$ cat config.mk
export PLATFORM = sky130hd
export DESIGN_NAME = fuel_tank
export DESIGN_NICKNAME = d
export VERILOG_FILES = /design/src/rtl/fuel_tank.sv
export SDC_FILE = /design/constraint.sdc
export NUM_CORES = 1
export LEC_CHECK = 0
export CAP_MARGIN = 20
export CORE_ASPECT_RATIO = 0.5
export CORE_MARGIN = 2
export CORE_UTILIZATION = 59
export CTS_CLUSTER_SIZE = 14
export DETAILED_ROUTE_END_ITERATION = 8
export GPL_TIMING_DRIVEN = 0
export PLACE_DENSITY_LB_ADDON = 0.08
export SYNTH_ARGS = -nofsm -noshare
export SYNTH_HDL_FRONTEND = slang
export SYNTH_SLANG_ARGS = --single-unit
$ cat constraint.sdc
create_clock -name clk -period 9.1 [get_ports clk]
set_clock_uncertainty 0.1 [all_clocks]
set_input_delay 1.82 -clock clk [delete_from_list [all_inputs] [get_ports clk]]
set_output_delay 1.82 -clock clk [all_outputs]
set_load 0.1 [all_outputs]
$ cat src/rtl/fuel_tank.sv
// Rally-game fuel reservoir: periodic burn, refuel pickups, low-fuel lamp and sticky time-out.
// Optional build macro FUEL_BLINK_EN makes low_fuel blink with half-period BLINK_TICKS.
module fuel_tank #(
    parameter int unsigned FUEL_MAX       = 96,
    parameter int unsigned LVL_W          = 7,
    parameter int unsigned TICKS_PER_UNIT = 12500000,
    parameter int unsigned CNT_W          = 24,
    parameter int unsigned REFILL_AMT     = 24,
    parameter int unsigned LOW_THRESH     = 16,
    parameter int unsigned BLINK_TICKS    = 12500000
) (
    input  logic             clk,
    input  logic             rst,
    input  logic             start,
    input  logic             pause,
    input  logic             boost,
    input  logic             refuel,
    output logic [LVL_W-1:0] fuel_level,
    output logic             low_fuel,
    output logic             empty_pulse,
    output logic             time_out
);

    localparam int unsigned      SUM_W     = LVL_W + 1;
    localparam logic [CNT_W-1:0] TICK_LAST = CNT_W'(TICKS_PER_UNIT - 1);

    // Elaboration-time guard against parameter sets the counters or level cannot hold.
    if ((FUEL_MAX + REFILL_AMT) >> LVL_W != 0 || TICKS_PER_UNIT == 0 || BLINK_TICKS == 0
        || (TICKS_PER_UNIT - 1) >> CNT_W != 0 || (BLINK_TICKS - 1) >> CNT_W != 0) begin : g_bad_cfg
        $error("fuel_tank: parameter set does not fit LVL_W/CNT_W");
    end

    typedef enum logic [1:0] {
        IDLE  = 2'd0,
        BURN  = 2'd1,
        EMPTY = 2'd2
    } state_t;

    state_t           state;
    logic [CNT_W-1:0] tick_cnt;

    logic             burn_c;
    logic [1:0]       dec_c;
    logic [LVL_W-1:0] t_c;
    logic [SUM_W-1:0] sum_c;
    logic [LVL_W-1:0] next_lvl_c;
    logic             low_cond_c;

    // Next fuel level: burn (clamped at 0), then refuel, then saturate at FUEL_MAX.
    always_comb begin
        burn_c = (state == BURN) && !pause && (tick_cnt == TICK_LAST);
        dec_c  = 2'd0;
        if (burn_c) begin
            dec_c = boost ? 2'd2 : 2'd1;
        end
        t_c   = (fuel_level > LVL_W'(dec_c)) ? (fuel_level - LVL_W'(dec_c)) : '0;
        sum_c = SUM_W'(t_c);
        if (refuel && (state != EMPTY)) begin
            sum_c = sum_c + SUM_W'(REFILL_AMT);
        end
        next_lvl_c = (sum_c > SUM_W'(FUEL_MAX)) ? LVL_W'(FUEL_MAX) : LVL_W'(sum_c);
        low_cond_c = (next_lvl_c != '0) && (next_lvl_c <= LVL_W'(LOW_THRESH));
    end

    // Control FSM, burn-period counter, level register and empty flags.
    always_ff @(posedge clk) begin
        if (rst) begin
            state       <= IDLE;
            tick_cnt    <= '0;
            fuel_level  <= LVL_W'(FUEL_MAX);
            empty_pulse <= 1'b0;
            time_out    <= 1'b0;
        end else begin
            empty_pulse <= 1'b0;
            case (state)
                IDLE: begin
                    fuel_level <= next_lvl_c;
                    if (start) begin
                        state <= BURN;
                    end
                end
                BURN: begin
                    if (!pause) begin
                        tick_cnt <= burn_c ? '0 : tick_cnt + CNT_W'(1);
                    end
                    fuel_level <= next_lvl_c;
                    if (next_lvl_c == '0) begin
                        state       <= EMPTY;
                        time_out    <= 1'b1;
                        empty_pulse <= 1'b1;
                    end
                end
                default: begin
                    // EMPTY holds everything until reset
                end
            endcase
        end
    end

`ifdef FUEL_BLINK_EN
    localparam logic [CNT_W-1:0] BLINK_LAST = CNT_W'(BLINK_TICKS - 1);

    logic [CNT_W-1:0] blink_cnt;
    logic             low_act;

    // Blink the lamp while the low condition holds, always starting lit; free-runs through pause.
    always_ff @(posedge clk) begin
        if (rst || !low_cond_c) begin
            blink_cnt <= '0;
            low_act   <= 1'b0;
            low_fuel  <= 1'b0;
        end else if (!low_act) begin
            blink_cnt <= '0;
            low_act   <= 1'b1;
            low_fuel  <= 1'b1;
        end else if (blink_cnt == BLINK_LAST) begin
            blink_cnt <= '0;
            low_fuel  <= ~low_fuel;
        end else begin
            blink_cnt <= blink_cnt + CNT_W'(1);
        end
    end
`else
    // Steady lamp; EMPTY forces next level 0, so the lamp is dark there.
    always_ff @(posedge clk) begin
        if (rst) begin
            low_fuel <= 1'b0;
        end else begin
            low_fuel <= low_cond_c;
        end
    end
`endif

endmodule
# Word-level counts from Yosys, hierarchy flattened
# Index checks and enable logic that the tools add are counted.
[op_classes]
eq_ne = 5
bitwise = 2
order_cmp = 3
n_addsub = 3
muxes = 10
n_reduce_logical = 14
[ops]
columns = ["op", "count"]
rows = [
  ["adder 24 x 1 -> 24 bit, second input constant", 1],
  ["equality test 24 bit, second input constant", 1],
  ["two-way mux 24 bit", 1],
  ["two-way mux 7 bit", 2],
  ["adder 7 x 5 -> 8 bit, second input constant", 1],
  ["greater-than comparator 8 x 7 -> 1 bit, second input constant", 1],
  ["two-way mux 2 bit", 4],
  ["two-way mux 8 bit", 1],
  ["greater-than comparator 7 x 2 -> 1 bit", 1],
  ["<= comparator 7 x 5 -> 1 bit, second input constant", 1],
  ["logical NOT 7 bit", 1],
  ["nonzero test 7 bit", 1],
  ["subtractor 7 x 2 -> 7 bit", 1],
  ["logical AND 1 bit", 4],
  ["inequality test 2 bit, second input constant", 2],
  ["one-hot mux 2 bit (2 select lines)", 1],
  ["AND reduction 2 bit", 2],
  ["OR reduction 2 bit", 2],
  ["AND reduction 3 bit", 1],
  ["equality test 2 x 1 -> 1 bit, second input constant", 1],
  ["logical NOT 2 bit", 1],
  ["inequality test 2 x 1 -> 1 bit, second input constant", 1],
  ["inverter 1 bit", 2],
  ["nonzero test 2 bit", 1],
  ["2 further kinds", 2],
]
[word_totals]
input_bits = 6
out_inout_bits = 10
elab_cells = 43
ff_bits = 36

# Logic depth before layout (Yosys ltp)
[logic_depth]
word_depth = 13
mapped_depth = 18
depth_no_buf = 17

# Worst setup path before layout
# OpenSTA, ideal clock, no wires.
[synth_path]
kind = "input-to-reg"
start = "in pause"
end = "reg fuel_level[6]"
path_slack_ns = 3.440
required_ns = 8.878
stages = 16
setup_ns = 0.122
arrival_ns = 5.438
n_path_buf = 0
cell_sequence = "nor3b_1 > nand3_1 > nor4_1 > nor2b_1 > ha_1 > inv_1 > fa_1 > nor3_1 > xor2_1 > nand2_1 > ha_1 > and3_1 > a211o_2 > nor3_2 > a31oi_1 > o32a_1"
[synth_via]
elab_chain_cells = 10
elab_cells_between_ends = 11
cone_classes = "add/sub (2); order compare (2); mux (4); reduce/logical (3)"
[synth_lines]
columns = ["item", "line_no", "text"]
rows = [
  ["start, declared", "15", "input logic pause,"],
  ["logical NOT 1 bit (*)", "--", ""],
  ["logical AND 1 bit (*) (2 in series)", "51", "burn_c = (state == BURN) && !pause && (tick_cnt == TICK_LAST);"],
  ["two-way mux 2 bit (*)", "53", "if (burn_c) begin"],
  ["subtractor 7 x 2 -> 7 bit / greater-than comparator 7 x 2 -> 1 bit (equally long branches)", "56", "t_c = (fuel_level > LVL_W'(dec_c)) ? (fuel_level - LVL_W'(dec_c)) : '0;"],
  ["two-way mux 7 bit (*)", "56", ""],
  ["adder 7 x 5 -> 8 bit", "59", "sum_c = sum_c + SUM_W'(REFILL_AMT);"],
  ["two-way mux 8 bit (*)", "58", "if (refuel && (state != EMPTY)) begin"],
  ["greater-than comparator 8 x 7 -> 1 bit", "61", "next_lvl_c = (sum_c > SUM_W'(FUEL_MAX)) ? LVL_W'(FUEL_MAX) : LVL_W'(sum_c);"],
  ["two-way mux 7 bit (*)", "61", ""],
  ["end signal, assigned", "70", "fuel_level <= LVL_W'(FUEL_MAX);"],
  ["end signal, assigned", "77", "fuel_level <= next_lvl_c;"],
  ["end signal, assigned", "86", "fuel_level <= next_lvl_c;"],
  ["end, declared", "18", "output logic [LVL_W-1:0] fuel_level,"],
]
# Every way passes the cells marked *; elsewhere a longest branch is shown, timed or not.
# A chain may end at the register's enable or synchronous reset.

# Worst setup path in the final report
[layout_path]
start = "in pause"
end = "reg fuel_level[4]"
# The elaborated chain is that of the path after synthesis.

==> flow_metrics.py <==
metrics = {
    "synthesis": {
        "synthFlopType": "dfxtp_1",
        "yosys.area_share.adder_pct": 4.09,
        "synth_warnings": 0,
        "netlist_area_sq_mm": 0.00202,
        "syn_avg_cell_area_sq_um": 7.91,
        "ys_types": 47,
        "synth_seq_cells": 36,
        "synthXorXnorAreaFrac_pct": 9.12,
        "synthSimpleGateAreaFrac_pct": 33.4,
        "async_flop_share_pct": 0,
        "synthMuxAreaShare_pct": 0.993,
        "synthMostInstantiatedCell": "nor2_1",
        "seq_area_frac_synth_pct": 35.7,
        "synth_nets": 267,
        "synth_top_family_by_area": "simple AND/OR/NAND/NOR gates",
        "postSynthCellCount": 255,
        "synth_compound_area_share_pct": 13.2,
        "yosys.area.top_type": "dfxtp_1",
        "synth_top_area_share_pct": 35.7,
        "synth_edf_count": 0,
        "netlist_top_cells_area": "dfxtp_1 36%, xor2_1 6.9%, nor2_1 6.9%, nand2_1 3.9%, a21oi_1 3.7%",
        "yosys-top-cells-count": "37 x nor2_1, 36 x dfxtp_1, 21 x nand2_1",
    },
    "layout": {
        "diodes": 0,
        "multi_input_area_sq_mm": 0.00123,
        "area_delta_synth_final_pct": 14.1,
        "fin_area_sq_mm": 0.00230,
        "drive_gt1_share_pct": 6.86,
        "fin_nets": 288,
        "final_util_pct": 73.4,
        "seqCellArea_sq_um": 721,
        "fillers": 251,
    },
    "outcome": {
        "outcome": "complete, no violations",
    },
    "routing": {
        "wirelength_microns": 4360,
        "avgViaCountPerCell": 5.86,
        "drt_iter0_markers": 78,
        "detail_route.wl_per_cell_microns": 13.7,
        "vias": 1859,
        "antenna_left": 0,
        "drt_pass1_iterations": 4,
        "drcViolationCount": 0,
    },
    "global_routing": {
        "antenna_found_initial": 0,
        "grt_pass1_vias": 1677,
        "grt_first_pass_wirelength_microns": 7120,
        "grt_max_degree": 12,
        "grt-ovfl-total": 0,
        "grtUsageTotal_pct": 24.1,
    },
    "timing": {
        "drv_slew": 0,
        "finalCriticalPeriod_ns": 6.62,
        "fin_setup_tns_ns": 0,
        "timing.final.crit_share_pct": 72.7,
        "fmaxAchievable_mhz": 151,
        "setup_slack_ns": 2.48,
        "max_slew_margin_pct": 34.6,
        "tightest_slew_ns": 0.978,
        "rsz0062_at_grt": "false",
        "finalSetupViolCount": 0,
        "whs_ns": 0.349,
        "hold_viol": 0,
    },
    "floorplanning": {
        "core-area_sq_mm": 0.00314,
        "rows": 14,
        "die_area_sq_mm": 0.00393,
        "fp.dieW_microns": 86.7,
        "ios": 16,
        "start_util_pct": 64.3,
        "die_h_microns": 45.3,
    },
    "placed_design": {
        "place_congestion": 0.826,
        "portBuffers": 14,
        "place_area_sq_mm": 0.00221,
        "place_hpwl_microns": 3130,
        "place_ws_ns": 2.21,
    },
    "setup_path": {
        "worst-r2r-cell-count": 18,
        "ff2ff_setup_slack_ns": 3.92,
        "cp-start-kind": "input port",
        "worstPathCellList": "clkdlybuf4s50_1, nor3b_1, nand3_1, nor4_1, nand2_1, ha_1, nor2b_1, a2bb2oi_1, or3_1, clkbuf_2, nand2_1, ha_1, nand2b_1, nor3_1, a211o_2, nor3_2, a31oi_1, o21ai_0",
        "cp_slowest_stage_delay_ns": 0.63,
        "critPathArrivalTime_ns": 6.67,
        "cp_max_fo": 8,
        "critPathBufInv": 2,
        "reg2reg_to": "fuel_level[4]",
        "worstSetupPathDepth": 18,
        "timing.rr.start": "state[1]",
        "cp_slowest_cell": "nor4_1",
        "cpLargestDelayFamily": "simple AND/OR/NAND/NOR gates",
        "crit_path_end_kind": "register",
        "crit_required_ns": 9.15,
        "path_class": "input port to register",
    },
    "cts": {
        "clkTransAtPathRegs_ns": 0.07,
        "cts_tree": "done",
        "cts_buffer_depth": 2,
        "cts-resized-gates": 0,
        "postCtsHoldBufs": 0,
        "cts-root-buf": "clkbuf_8",
        "clkSinkCount": 36,
        "cts_inserted_buffers": 5,
        "htreeDepth": 2,
        "clock_latency_ns": 0.29,
        "postCtsSetupBuffers": 0,
    },
    "worst_hold_path": {
        "hold_class": "register to register",
        "holdPathStages": 2,
        "worstHoldStart": "time_out",
        "hold_end": "time_out",
    },
    "flow_run": {
        "drv_cap": 0,
    },
    "pwr": {
        "power_density_mw_per_mm2": 132,
        "cellLeakagePower_nw": 0.830,
        "worst_ir_drop_vdd_mv": 0.0908,
    },
}
logic make-up after synthesis:
group	after synthesis
compound gates	43
simple gates	129
buf+inv	18
mux	2
flops	36
fa+ha+maj	6
xor+xnor	21
stage by stage:
stage | total power [mW] | std cells
final | 0.305 | 317
after global routing | 0.316 | 317
after CTS | 0.308 | 317
after detailed placement | 0.189 | 309
after global placement | 0.189 | 309
after floorplan | 0.182 | 255
per-layer routing:
layer | GRT usage, % | vias up | wire length [microns]
li1 | - | 939 | -
met1 | 28.7 | 853 | 2050
met2 | 42.3 | 58 | 1990
met3 | 6.95 | 9 | 249
met4 | 9.69 | 0 | 60
met5 | 0 | - | 0
power breakdown:
part,total (mW),internal (mW),leakage (nW),switching (mW)
clock network,0.119,0.0615,0.0445,0.0571
logic,0.0258,0.00931,0.495,0.0164
registers,0.160,0.159,0.291,0.00161
tightest hold or removal path, cell delays in order, from the launching register on:
cell and delay (ns):
dfxtp_1 0.31, inv_1 0.05, a21oi_1 0.05
sequential cells by signal (all words and copies together), names as in the netlist:
register     flops
tick_cnt        24
fuel_level       7
low_fuel         1
time_out         1
empty_pulse      1
state            2
worst max-delay path by stage:
| stage | start | end |
|---|---|---|
| floorplan | pause | fuel_level[6] |
| global placement | pause | fuel_level[4] |
| detailed placement | pause | fuel_level[4] |
| CTS | pause | fuel_level[4] |
| global route | pause | fuel_level[4] |
| finish | pause | fuel_level[4] |
cell type report:
class | count | share of cell area, %
Clock inverter | 1 | 0.326
Sequential cell | 36 | 31.3
Buffer | 8 | 1.41
Inverter | 10 | 1.63
Tap cell | 40 | 2.18
Clock buffer | 7 | 3.75
Timing Repair Buffer | 14 | 6.09
Multi-Input combinational cell | 201 | 53.3
cell usage in the layout, fill, tap and decap left out, drive strengths merged, types with 2 or more instances in the layout:
cell type / n
a211o: 3
ha: 5
o21ai: 11
nand2b: 4
a21oi: 15
nand3b: 3
nand4: 9
nor2: 37
and2: 2
inv: 10
and3: 6
nor2b: 2
or3: 10
a31oi: 5
nand2: 21
xnor2: 5
or4: 2
buf: 2
mux2i: 2
clkdlybuf4s50: 14
dfxtp: 36
xor2: 16
nand3: 9
nor4: 3
clkbuf: 13
nor3: 13
or2: 4
Power figures use the tool's default switching activity.
